### config.mk
export PLATFORM = sky130hd
export DESIGN_NAME = bp_io_cmd_mux
export DESIGN_NICKNAME = d
export VERILOG_FILES = /design/src/rtl/bp_io_cmd_mux.sv
export SDC_FILE = /design/constraint.sdc
export NUM_CORES = 1
export LEC_CHECK = 0
export BUFFER_PORTS_ARGS = -buffer_cell sky130_fd_sc_hd__buf_2
export CELL_PAD_IN_SITES_DETAIL_PLACEMENT = 0
export CELL_PAD_IN_SITES_GLOBAL_PLACEMENT = 1
export CORE_AREA = 2 2 287 289
export CTS_CLUSTER_SIZE = 16
export DETAILED_ROUTE_END_ITERATION = 6
export DIE_AREA = 0 0 289 291
export PLACE_DENSITY_LB_ADDON = 0.1
export SYNTH_ARGS = -nofsm -noshare
export SYNTH_HDL_FRONTEND = slang
export SYNTH_SLANG_ARGS = --single-unit
### constraint.sdc
create_clock -name clk_i -period 2.2 [get_ports clk_i]
set_input_delay 0.22 -clock clk_i [delete_from_list [all_inputs] [get_ports clk_i]]
set_output_delay 0.22 -clock clk_i [all_outputs]
set_load 0.005 [all_outputs]
### src/rtl/bp_io_cmd_mux.sv
// Round-robin IO command mux with an in-order tag FIFO that routes
// responses back to the channel that issued each outstanding command.
module bp_io_cmd_mux #(
  parameter int num_ch_p      = 2,
  parameter int cmd_width_p   = 128,
  parameter int resp_width_p  = 128,
  parameter int addr_width_p  = 40,
  parameter int did_width_p   = 3,
  parameter int dev_lsb_p     = 20,
  parameter int host_dev_p    = 1,
  parameter int max_credits_p = 4
) (
  input  logic                              clk_i,
  input  logic                              reset_n_i,
  input  logic [num_ch_p*cmd_width_p-1:0]   cmd_i,
  input  logic [num_ch_p*addr_width_p-1:0]  cmd_addr_i,
  input  logic [num_ch_p-1:0]               cmd_v_i,
  output logic [num_ch_p-1:0]               cmd_yumi_o,
  output logic [cmd_width_p-1:0]            io_cmd_o,
  output logic [did_width_p-1:0]            dst_did_o,
  output logic                              io_cmd_v_o,
  input  logic                              io_cmd_ready_i,
  input  logic [resp_width_p-1:0]           io_resp_i,
  input  logic                              io_resp_v_i,
  output logic                              io_resp_yumi_o,
  output logic [resp_width_p-1:0]           resp_o,
  output logic [num_ch_p-1:0]               resp_v_o,
  input  logic [num_ch_p-1:0]               resp_ready_i,
  output logic [$clog2(max_credits_p+1)-1:0] credits_o,
  output logic                              err_o
);

  localparam int tw = $clog2(num_ch_p);
  localparam int pw = $clog2(max_credits_p);
  localparam int cw = $clog2(max_credits_p+1);

  logic [tw-1:0] ptr, ptr_nxt, gsel, head;
  logic [tw-1:0] tags [max_credits_p];
  logic [pw-1:0] rptr, wptr;
  logic          gv, live, full, empty, avail;
  logic          push, pop;
  logic [addr_width_p-1:0] addr_sel;
  logic [did_width_p-1:0]  did, dst;
  logic [3:0]              dev;
  logic                    unused_addr;
  int                      j;

  assign full  = credits_o == cw'(max_credits_p);
  assign empty = credits_o == '0;
  assign avail = ~io_cmd_v_o | io_cmd_ready_i;

  // live keeps the first cycle after reset release handshake-free
  always_comb begin
    gv   = 1'b0;
    gsel = '0;
    j    = 0;
    if (live && avail && !full) begin
      for (int i = 0; i < num_ch_p; i++) begin
        j = (int'(ptr) + i) % num_ch_p;
        if (!gv && cmd_v_i[j]) begin
          gv   = 1'b1;
          gsel = tw'(j);
        end
      end
    end
  end

  assign ptr_nxt = (gsel == tw'(num_ch_p-1)) ? '0 : gsel + 1'b1;
  assign push = gv;
  assign cmd_yumi_o = gv ? (num_ch_p'(1) << gsel) : '0;

  assign addr_sel = cmd_addr_i[gsel*addr_width_p +: addr_width_p];
  assign did = addr_sel[addr_width_p-1 -: did_width_p];
  assign dev = addr_sel[dev_lsb_p +: 4];
  assign dst = (did == '0 && dev == 4'(host_dev_p)) ? '1 : did;
  assign unused_addr = ^cmd_addr_i;

  assign head = tags[rptr];
  assign resp_o = io_resp_i;
  assign resp_v_o = (!empty && io_resp_v_i)
                  ? (num_ch_p'(1) << head) : '0;
  assign io_resp_yumi_o = !empty & io_resp_v_i & resp_ready_i[head];
  assign pop = io_resp_yumi_o;

  always_ff @(posedge clk_i) begin
    if (push) tags[wptr] <= gsel;
  end

  always_ff @(posedge clk_i or negedge reset_n_i) begin
    if (!reset_n_i) begin
      live       <= 1'b0;
      ptr        <= '0;
      io_cmd_v_o <= 1'b0;
      io_cmd_o   <= '0;
      dst_did_o  <= '0;
      rptr       <= '0;
      wptr       <= '0;
      credits_o  <= '0;
      err_o      <= 1'b0;
    end else begin
      live <= 1'b1;
      if (push) begin
        io_cmd_v_o <= 1'b1;
        io_cmd_o   <= cmd_i[gsel*cmd_width_p +: cmd_width_p];
        dst_did_o  <= dst;
        ptr        <= ptr_nxt;
        wptr       <= wptr + 1'b1;
      end else if (io_cmd_ready_i) begin
        io_cmd_v_o <= 1'b0;
      end
      if (pop) rptr <= rptr + 1'b1;
      if (push && !pop)
        credits_o <= credits_o + 1'b1;
      else if (pop && !push)
        credits_o <= credits_o - 1'b1;
      if (io_resp_v_i && empty) err_o <= 1'b1;
    end
  end

endmodule

==> impl_summary.log <==
INFO  metric finalSetupViolCount = 2
INFO  metric crit_slowest_cell = sky130_fd_sc_hd__mux4_2
INFO  metric tritoncts = yes
INFO  metric max-vdd-ir-drop = 0.507 mV
INFO  metric io_pins = 741
INFO  metric synth.top_cells.by_area = sky130_fd_sc_hd__dfrtp_1, sky130_fd_sc_hd__a22o_1, sky130_fd_sc_hd__a21o_1, sky130_fd_sc_hd__buf_4, sky130_fd_sc_hd__buf_6
INFO  metric io_buffer_count = 418
INFO  metric hold_wc_startpoint = cmd_i[111]
INFO  metric fmax = 445 MHz
INFO  metric fp.coreArea = 81,200 um2
INFO  metric synth.cell_area = 7640 um2
INFO  metric p_leak = 6.85 nW
INFO  metric hold_path_end = io_cmd_o[111]
INFO  metric synthesis.instances = 650
INFO  metric timing.reg2reg.setup_slack = -0.05 ns
INFO  metric status = finished with violations
INFO  metric fin_skew = 0.0139 ns
INFO  metric vias_after_detailed_routing = 7,153
INFO  metric vias_per_cell = 3.13
INFO  metric synth_top_area_share = 0.465
INFO  metric post_synth_num_cell_types = 45
INFO  metric drt_first_iter_violations = 192
INFO  metric floorplan.initialDensity = 0.0941
INFO  metric clock_sink_total = 146
INFO  metric fin_area = 13,400 um2
INFO  metric postSynthRegisterBits = 146
INFO  metric global_route.overflow_total = 0
INFO  metric clock_tree.buffer_depth = 2
INFO  metric max_cap_viol_count = 0
INFO  metric finalNonFillerCells = 2,285
INFO  metric first_global_vias = 8,056
INFO  metric worstMarginPinSlew = 0.607 ns
INFO  metric cts_root_buffer = sky130_fd_sc_hd__clkbuf_16
INFO  metric timing_max_transition_violations_final = 0
INFO  metric antennaDiodeCount = 0
INFO  metric post-synth-top-count-cell = sky130_fd_sc_hd__dfrtp_1
INFO  metric start_kind = flip-flop
INFO  metric critical_path.startpoint = rptr[0]
INFO  metric post-route-min-period = 2.25 ns
INFO  metric fin_crit_sh = 1.02
INFO  metric synth_enable_flop_cells = 4
INFO  metric critical_path_depth = 8
INFO  metric required = 2.55 ns
INFO  metric layout-area-overhead-vs-synth = 75.6%
INFO  metric cts_inserted_buffers = 17
INFO  metric h_tree_depth = 4
INFO  metric path_common_cell = sky130_fd_sc_hd__inv_2
INFO  metric grt_first_pass_wirelength = 51,400 um
INFO  metric critical_path.reg2reg.endpoint = credits_o[1]
INFO  metric place_area = 10,300 um2
INFO  metric yosys_most_used_dff = sky130_fd_sc_hd__dfrtp_1
INFO  metric dpl_worst_slack = -0.0850 ns
INFO  metric grt_antenna_before_repair = 1
INFO  metric synth_warnings = 0
INFO  metric detailedPlacementHpwl = 24,900 um
INFO  metric synth_common_cells = sky130_fd_sc_hd__dfrtp_1, sky130_fd_sc_hd__a21o_1, sky130_fd_sc_hd__a22o_1, sky130_fd_sc_hd__buf_4, sky130_fd_sc_hd__buf_6
INFO  metric synth_area_per_cell = 11.8 um2
INFO  metric path_class = reg2reg
INFO  metric grt_start_max_net_pins = 52
INFO  metric min-delay-path-class = in2reg
INFO  metric postRouteAntennaNets = 0
INFO  metric timing.critical_path.arrival = 2.60 ns
INFO  metric critPathCaptureType = flip-flop
INFO  metric timing.hold.ws = 0.0555 ns
INFO  metric yosys.area.top_type = sky130_fd_sc_hd__dfrtp_1
INFO  metric path_buf_inv = 2
INFO  metric synth.net_count = 1,128
INFO  metric timing.reg2reg.worst_path_depth = 8
INFO  metric numPlacedInstances = 2,007
INFO  metric grt_setup_unrepaired = true
INFO  metric max_stage_delay = 0.54 ns
INFO  metric clock_insertion_delay_worst_skew = 0.48 ns
INFO  metric timing.slew.headroom = 0.595
INFO  metric crit_path_max_fanout = 2
INFO  metric wl_per_cell = 15.4 um
INFO  metric setup_slack = -0.0482 ns
INFO  metric failed_checks = setup timing
INFO  metric path_cells = mux4_2 > mux2i_1 > nor2_2 > inv_2 > ha_4 > inv_2 > fa_2 > mux2_4
INFO  metric power_density = 1040 nW/um2
INFO  metric design.die.area = 84,100 um2
INFO  metric timing.rr.start = rptr[0]
INFO  metric detail_route.first_pass.iterations = 4
INFO  metric crit_family = multiplexers
INFO  metric drcViolationCount = 0
INFO  metric grtUsageTotal = 0.0835
INFO  metric postSynth.asyncResetShare = 0.973
INFO  metric globalplace.congestion = 0.669
INFO  metric postRouteWirelength = 35,100 um
INFO  metric clkSlewWorstSetupHoldPaths = 0.07 ns
INFO  metric postLayoutCoreUtil = 0.165
INFO  metric die-width = 289 um
INFO  metric die_h = 291 um
INFO  metric finalHoldViolations = 0
INFO  metric worst_hold_path.num_cells = 3
INFO  metric drive_gt1_frac = 0.423
INFO  metric synth_seq_area_share = 0.481
INFO  metric layout.nets = 1,681
INFO  metric placementRows = 105
kinds of logic after synthesis:
kind of cell / count (synthesis) / share of synthesized area
multiplexers: 5 / 0.00835
XOR/XNOR: 5 / 0.00573
adder cells (fa/ha/maj): 6 / 0.0108
other: 1 / 0.000491
buffers and inverters: 179 / 0.176
flip-flops: 146 / 0.481
AO/OA/AOI/OAI: 273 / 0.288
AND/OR/NAND/NOR: 35 / 0.0296
through the flow:
stage                     TNS [ns]  total power [mW]
after detailed placement    -0.126              10.3
after CTS                  -0.0950              14.4
final                      -0.0519              14.0
after global routing        -0.563              15.1
after floorplan            -0.0907              7.76
after global placement      -0.125              10.4
cell usage in the layout (no fill, tap or decap), types with 5 or more instances in the layout:
cell type / Yosys / final
sky130_fd_sc_hd__a21o_1: 129 / 129
sky130_fd_sc_hd__a22o_1: 128 / 128
sky130_fd_sc_hd__buf_12: 0 / 14
sky130_fd_sc_hd__buf_2: 18 / 416
sky130_fd_sc_hd__buf_4: 128 / 29
sky130_fd_sc_hd__clkbuf_16: 0 / 19
sky130_fd_sc_hd__dfrtp_1: 142 / 140
sky130_fd_sc_hd__dlygate4sd3_1: 0 / 241
sky130_fd_sc_hd__nor2_1: 7 / 6
sky130_fd_sc_hd__nor3_1: 5 / 5
state kept, by name (all words and copies together) (netlist names):
name / flops
io_cmd_o: 128
tags: 4
credits_o: 3
dst_did_o: 3
rptr: 2
wptr: 2
err_o: 1
io_cmd_v_o: 1
live: 1
ptr: 1
per-layer routing:
| metal | up-vias | GRT usage | part of all wire |
|---|---|---|---|
| li1 | 3345 | - | - |
| met1 | 3451 | 0.0855 | 0.38 |
| met2 | 287 | 0.151 | 0.52 |
| met3 | 68 | 0.0299 | 0.072 |
| met4 | 2 | 0.0365 | 0.027 |
| met5 | - | 0 | 0.00046 |
worst register-to-register path: cells and delay by family, from the launching register on:
family | cells | cell delay, ns
buffers and inverters | 2 | 0.11
adder cells (fa/ha/maj) | 2 | 0.58
AND/OR/NAND/NOR | 1 | 0.12
multiplexers | 3 | 0.96
flip-flops | 1 | 0.37
cell type report:
class                      count  area [um2]
fill                        9162       67800
timing repair buffer         705        5080
sequential                   146        3680
multi-input combinational    325        2660
tap                         1070        1340
clock buffer                  18         450
clock inverter                13         174
inverter                       8        32.5
power by group:
group          leakage (nW)  switching, mW  total, mW  internal [mW]
registers              1.78          0.691       4.68           3.99
logic                  4.77           2.54       5.91           3.37
clock network         0.295           1.50       3.37           1.87
what timing repair did:
item,in CTS,in global routing
cloned,1,0
hold buffers,241,0
endpoints found under the setup margin,4,6
resized for setup,3,3
setup buffers,3,3
pin swaps,4,3
endpoints found under the hold margin,173,0
how the worst max path moves through the flow:
stage,to
after detailed placement,credits_o[2]
final,credits_o[1]
after CTS,credits_o[1]
after global placement,credits_o[2]
after global routing,credits_o[1]
after floorplan,credits_o[1]
(Power assumes the default switching activity.)
